<file path="src/rtl/cpu_stream_arbiter.sv">
// Round-robin merge of NUM_CPU request streams onto one registered output word,
// tagging each word with its source CPU and per-CPU transaction index.
module cpu_stream_arbiter #(
  parameter int NUM_CPU     = 16,
  parameter int DATA_W      = 64,
  parameter int TXN_PER_CPU = 1000,
  parameter int IDX_W       = (NUM_CPU > 1) ? $clog2(NUM_CPU) : 1,
  parameter int CNT_W       = $clog2(TXN_PER_CPU + 1)
) (
  input  logic                      clk,
  input  logic                      rst,
  input  logic [NUM_CPU-1:0]        req_vld,
  input  logic [NUM_CPU*DATA_W-1:0] req_data,
  output logic [NUM_CPU-1:0]        req_rdy,
  output logic                      out_vld,
  output logic [DATA_W-1:0]         out_data,
  output logic [IDX_W-1:0]          out_cpu_idx,
  output logic [CNT_W-1:0]          out_txn_idx,
  input  logic                      out_rdy,
  output logic [NUM_CPU-1:0]        cpu_done,
  output logic                      all_done
);

  logic [NUM_CPU-1:0] eligible_p0;
  logic               load_ok_p0;
  logic               gnt_found_p0;
  logic               xfer_p0;
  logic [IDX_W-1:0]   gnt_idx_p0;
  logic [IDX_W-1:0]   rr_next_p0;
  logic [DATA_W-1:0]  gnt_data_p0;
  logic [CNT_W-1:0]   gnt_cnt_p0;
  logic [IDX_W-1:0]   rr_ptr;
  logic [CNT_W-1:0]   cnt [NUM_CPU];

  function automatic logic [IDX_W-1:0] wrap_idx(input int v);
    return (v >= NUM_CPU) ? IDX_W'(v - NUM_CPU) : IDX_W'(v);
  endfunction

  function automatic logic [CNT_W-1:0] sat_inc(input logic [CNT_W-1:0] c);
    return (c == CNT_W'(TXN_PER_CPU)) ? c : c + CNT_W'(1);
  endfunction

  // Stage p0: combinational grant, searching from rr_ptr upward with wrap
  always_comb begin
    eligible_p0  = req_vld & ~cpu_done;
    load_ok_p0   = !out_vld || out_rdy;
    gnt_found_p0 = 1'b0;
    gnt_idx_p0   = '0;
    // Scan farthest-first so the candidate closest to rr_ptr wins last.
    for (int k = NUM_CPU - 1; k >= 0; k--) begin
      if (eligible_p0[wrap_idx(int'(rr_ptr) + k)]) begin
        gnt_found_p0 = 1'b1;
        gnt_idx_p0   = wrap_idx(int'(rr_ptr) + k);
      end
    end
    xfer_p0 = load_ok_p0 && gnt_found_p0 && !rst;
    req_rdy = '0;
    if (xfer_p0) req_rdy[gnt_idx_p0] = 1'b1;
    gnt_data_p0 = req_data[int'(gnt_idx_p0) * DATA_W +: DATA_W];
    gnt_cnt_p0  = cnt[gnt_idx_p0];
    rr_next_p0  = wrap_idx(int'(gnt_idx_p0) + 1);
  end

  // Stage p1: output register, per-CPU counters and retirement
  always_ff @(posedge clk or posedge rst) begin
    if (rst) begin
      out_vld     <= 1'b0;
      out_data    <= '0;
      out_cpu_idx <= '0;
      out_txn_idx <= '0;
      cpu_done    <= '0;
      all_done    <= 1'b0;
      rr_ptr      <= '0;
      for (int i = 0; i < NUM_CPU; i++) cnt[i] <= '0;
    end else begin
      if (xfer_p0) begin
        out_vld          <= 1'b1;
        out_data         <= gnt_data_p0;
        out_cpu_idx      <= gnt_idx_p0;
        out_txn_idx      <= gnt_cnt_p0;
        cnt[gnt_idx_p0]  <= sat_inc(gnt_cnt_p0);
        if (gnt_cnt_p0 + CNT_W'(1) == CNT_W'(TXN_PER_CPU)) cpu_done[gnt_idx_p0] <= 1'b1;
        rr_ptr           <= rr_next_p0;
      end else if (out_vld && out_rdy) begin
        out_vld <= 1'b0;
      end
      // Sticky: only rises once the final word has left the output register.
      if (&cpu_done && !out_vld) all_done <= 1'b1;
    end
  end

endmodule

</file>
<file path="config.mk">
export PLATFORM = sky130hd
export DESIGN_NAME = cpu_stream_arbiter
export DESIGN_NICKNAME = d
export VERILOG_FILES = /design/src/rtl/cpu_stream_arbiter.sv
export SDC_FILE = /design/constraint.sdc
export NUM_CORES = 1
export LEC_CHECK = 0
export ABC_AREA = 0
export CAP_MARGIN = 10
export CORE_AREA = 2 2 455 457
export DETAILED_ROUTE_END_ITERATION = 8
export DIE_AREA = 0 0 457 459
export HOLD_SLACK_MARGIN = 0.02
export PLACE_DENSITY_LB_ADDON = 0.08
export SYNTH_ARGS = -nofsm -noshare
export SYNTH_HDL_FRONTEND = slang
export SYNTH_SLANG_ARGS = --single-unit
</file>
<file path="constraint.sdc">
create_clock -name clk -period 25.8 [get_ports clk]
set_clock_uncertainty 0.05 [all_clocks]
set_input_delay 5.16 -clock clk [delete_from_list [all_inputs] [get_ports clk]]
set_output_delay 5.16 -clock clk [all_outputs]
set_load 0.03 [all_outputs]
</file>
### After elaboration in Yosys (flattened, before gate mapping)

Index checks and enable logic that the tools add are counted.

* flip-flop bits (word level): 260
* bits in latches: 0
* RAM bits: 0
* ROM bits: 0
* input bits: 1043
* output and inout bits: 112
* word-level logic and storage cells: 206
* memories kept: 0

* add/sub/neg operators: 34
* multiply operators: 0
* div/mod/pow operators: 0
* order comparisons: 37
* eq/ne operators: 2
* shifts and indexed selects: 1
* mux-type cells: 93
* bitwise operators: 4
* reduce and logical (&&, ||, !) cells: 12

Operators with widths (count)
* indexed part select 1024 x 11 -> 64 bit: 1
* bitwise mux 160 bit: 1
* two-way mux 4 bit: 33
* >= comparator 5 bit, second input constant: 17
* < comparator 4 x 5 -> 1 bit, second input constant: 17
* subtractor 4 x 1 -> 4 bit, second input constant: 17
* binary-select mux 1 bit (select 4 bit): 16
* adder 4 x 4 -> 5 bit, second input constant: 8
* binary-select mux 10 bit (select 4 bit): 1
* demux 10 bit (select 4 bit): 1
* two-way mux 10 bit: 4
* two-way mux 1 bit: 35
* adder 4 x 3 -> 5 bit, second input constant: 4
* equality test 10 bit, second input constant: 2
* bitwise AND 16 bit: 1
* two-way mux 16 bit: 1
* NOT 16 bit: 1
* bitwise OR 16 bit: 1
* AND reduction 16 bit: 1
* adder 10 x 1 -> 10 bit, second input constant: 1
* adder 4 x 1 -> 5 bit, second input constant: 2
* adder 4 x 2 -> 5 bit, second input constant: 2
* logical AND 1 bit: 6
* >= comparator 4 x 5 -> 1 bit, second input constant: 1
* 8 further kinds: 9

### Logic depth before layout (Yosys ltp)

* depth after elaboration: 28
* mapped depth: 29
* mapped depth without buffers: 21

### Worst setup path before layout

OpenSTA, ideal clock, no wires.

* kind: input -> output
* start point: input rst
* end point: output req_rdy[7]
* arrival: 12.537 ns
* data required time: 20.590 ns
* setup slack: 8.053 ns
* stages: 7
* buffers on the path: 2
* cells stage by stage: inv_1 o31ai_1 nor2b_1 clkbuf_1 clkbuf_1 nand3_1 inv_1

* longest elaborated chain between the ends: 3

RTL lines
* start, declared: RTL line 11 `input logic rst,`
* zero test 1 bit (no line)
* logical AND 1 bit: RTL line 56 `xfer_p0 = load_ok_p0 && gnt_found_p0 && !rst;`
* two-way mux 16 bit: RTL line 58 `if (xfer_p0) req_rdy[gnt_idx_p0] = 1'b1;`
* end, declared: RTL line 14 `output logic [NUM_CPU-1:0] req_rdy,`

No other way between the ends.

### Final worst setup path

* start point: input req_vld[9]
* end point: output req_rdy[6]

* longest elaborated chain between the ends: 24
* elaborated cells on any way between the ends: 73
* classes of those cells: order compare (2); mux (67); bitwise (1); reduce/logical (3)

RTL lines
* start, declared: RTL line 12 `input logic [NUM_CPU-1:0] req_vld,`
* bitwise AND 16 bit (*): RTL line 45 `eligible_p0 = req_vld & ~cpu_done;`
* binary-select mux 1 bit (select 4 bit): RTL line 51 `if (eligible_p0[wrap_idx(int'(rr_ptr) + k)]) begin`
* two-way mux 1 bit (implied by the code): RTL line 51
* two-way mux 4 bit (16 in series): RTL line 51
* < comparator 4 x 5 -> 1 bit (implied by the code) or >= comparator 4 x 1 -> 1 bit (tied branches): RTL line 58
* logical AND 1 bit (implied by the code): RTL line 58
* two-way mux 1 bit (implied by the code): RTL line 58
* demux 1 bit (select 4 bit): RTL line 58
* two-way mux 16 bit (*): RTL line 58

Mark *: on every way between the ends. The rest lies on a longest branch, timed or not. The select of a mux whose other input is x is not followed.

==> reports/qor.txt <==
Startpoint Class: input pin
Critical path peak fanout: 41
Hold WC Path Type: reg2reg
Mapped Area: 23500 um2
Primary FF master, synth: dfrtp_1
Root buffer cell: clkbuf_16
Critical Path AT: 11.76 ns
Worst path bufs/invs: 4
Post-CTS Hold Buffers: 0
CP cell instances: clkdlybuf4s50_1, and4b_1, nor4_1, o22ai_1, a21oi_1, nand4_1, a2111oi_0, o211ai_1, a31oi_4, buf_4, and2_1, nand3_1, inv_1, clkdlybuf4s50_1
Least-Margin Pin Slew: 1.44 ns
Sequential cell area fraction in the yosys report: 27.7%
R2R depth: 21
Fraction of layout cells with a size suffix above 1: 5.75%
Die W: 457 um
Total Routing Usage GR: 23.4%
Initial DRC Count: 3091
Die Height: 459 um
Vias/cell: 4.44
First-pass GRT wire length: 326000 um
Core Region: 206000 um2
Final period util: 65.8%
Grt ovf: 0
Num ports: 1155
Critical path class: in2out
Area Growth Syn to Fin: 68.5%
Endpoint kind of the worst setup timing path: primary output
Port bufs: 1154
Post-synth EDFFs: 0
Final worst path period need: 16.97 ns
Multi-input gate area: 15700 um2
Drt wl/cell: 35.7 um
Hold Slack: 0.422 ns
Rel. slew slack: 3.07%
CTS tree: yes
Initial antenna violation count: 188
Crit-path leading delay family: simple AND/OR/NAND/NOR gates
Syn Nets: 4493
Htree depth: 2
Worst EP required: 20.59 ns
CP max stage delay: 0.87 ns
Maxcap violations: 0
Postcts setup bufs: 0
Stages on worst setup path: 14
Final hold violation count: 0
Register Area: 6510 um2
Initial Util: 11.4%
Post-DRT Antenna Nets: 0
DP Worst Slack: 8.87 ns
Setup WS post-layout: 8.83 ns
Die footprint: 210000 um2
Clock transition at the registers of the reported paths: 0.06 ns
Max clock buf depth: 3
Nets: 5464
Post-synthesis register bit count: 260
# rows: 167
Total wire length: 257000 um
Largest net degree at the start of global routing: 129
Avg Cell Area, Syn: 6.84 um2
Total number of yosys warnings: 0
Unique masters post-synth: 87
TritonCTS buffer count: 41
CP most frequent cell: clkdlybuf4s50_1
Vias in the first global route: 31200
Async SR Flop Fraction: 100%
Clock latency on the worst-skew pair: 0.63 ns
Worst path slowest cell: nor4_1
Clk sinks: 260
RSZ-0062 raised after global routing: false
# setup viols final: 0
Status: completed
Fmax: 58.9 MHz
Setup tns final: 0 ns
Worst hold path depth: 2
Max-slew violations: 0
DR DRC count: 0
Cell count after synthesis: 3436
Drt first pass iters: 5
Gpl congestion: 0.978
Resized cells post-CTS: 0
Via count: 31900
Filler instances: 23500
HPWL after DPL: 212000 um
[worst min-delay path, delay by kind of cell, from the launching register on]
kind	cells	cell delay, ns
flops	1	0.34
simple gates	2	0.10
[synthesized netlist by cell type (40+ instances only)]
| master | number | area, um2 |
|---|---|---|
| dfrtp_1 | 260 | 6510 |
| o21ai_0 | 114 | 571 |
| mux2i_1 | 81 | 811 |
| buf_2 | 40 | 200 |
| a211oi_1 | 71 | 533 |
| and3_1 | 135 | 845 |
| nand3_1 | 326 | 1630 |
| nand2_1 | 1370 | 5140 |
| clkbuf_1 | 240 | 901 |
| a21o_1 | 64 | 480 |
| a311oi_1 | 194 | 1700 |
| a31oi_1 | 70 | 438 |
[cells in the final DEF, fill, tap and decap left out, types with 11 or more instances in the layout]
master,count
nand2_1,1370
clkdlybuf4s50_1,1154
nand3_1,326
dfrtp_1,259
a311oi_1,183
and3_1,135
o21ai_0,114
mux2i_1,81
buf_4,81
a211oi_1,71
a31oi_1,69
a21o_1,64
diode_2,49
clkbuf_16,41
inv_1,38
nor2_1,35
a21oi_1,24
nand2b_1,19
mux2_2,18
o31ai_1,18
mux4_2,15
ha_1,14
a32oi_1,13
clkbuf_8,12
nand3b_1,11
nor4_1,11
o21ai_1,11
a311oi_2,11
[per-stage QoR]
stage                     util, %  instance area, um2  instances
after floorplan                 -               23500       3436
after global placement       18.5               38000       7067
after detailed placement     18.5               38000       7067
after CTS                    19.2               39500       7140
after global routing         19.2               39500       7152
final                        19.3               39600       7190
[layer usage]
metal,global-route usage (%),vias up,share of wire [%]
met4,5.10,86,2.4
met3,6.92,346,8.7
met5,0,-,0.20
met2,39.7,1454,48
met1,29.0,15900,41
li1,-,14100,-
[cells by family after synthesis]
group	after synthesis	share of synthesized area, %
AND/OR/NAND/NOR	1991	36.9
AO/OA/AOI/OAI	665	21.3
buffers and inverters	357	6.20
flip-flops	260	27.7
multiplexers	122	6.18
XOR/XNOR	27	1.04
adder cells (fa/ha/maj)	14	0.745
[area by class of cell]
type	instances	share of cell area [%]
clock inverter	16	0.607
clock buffer	57	3.05
timing repair buffer	1240	30.9
antenna	49	0.310
inverter	45	0.483
sequential	260	16.4
multi-input combinational	2819	39.7
tap	2704	8.54
[registers in the layout, indices dropped and copies added (netlist names)]
register     count
all_done         1
cnt            160
cpu_done        16
out_cpu_idx      4
out_data        64
out_txn_idx     10
out_vld          1
rr_ptr           4
[worst paths after layout]
path | startpoint | endpoint | slack [ns]
min reg2reg | cnt[16]$_DFFE_PP0P_ | cnt[16]$_DFFE_PP0P_ | 0.42
max | req_vld[9] | req_rdy[6] | 8.83
max in group asynchronous | rst | cnt[31]$_DFFE_PP0P_ | 18.74
min | cnt[16]$_DFFE_PP0P_ | cnt[16]$_DFFE_PP0P_ | 0.42
max reg2reg | rr_ptr[0]$_DFFE_PP0P_ | out_data[52]$_DFFE_PP0P_ | 15.77
min in group asynchronous | rst | out_data[63]$_DFFE_PP0P_ | 4.93
Power is left out: the tool's default activity adds up to more than one toggle a clock period on the data nets, which glitch-free logic cannot reach.
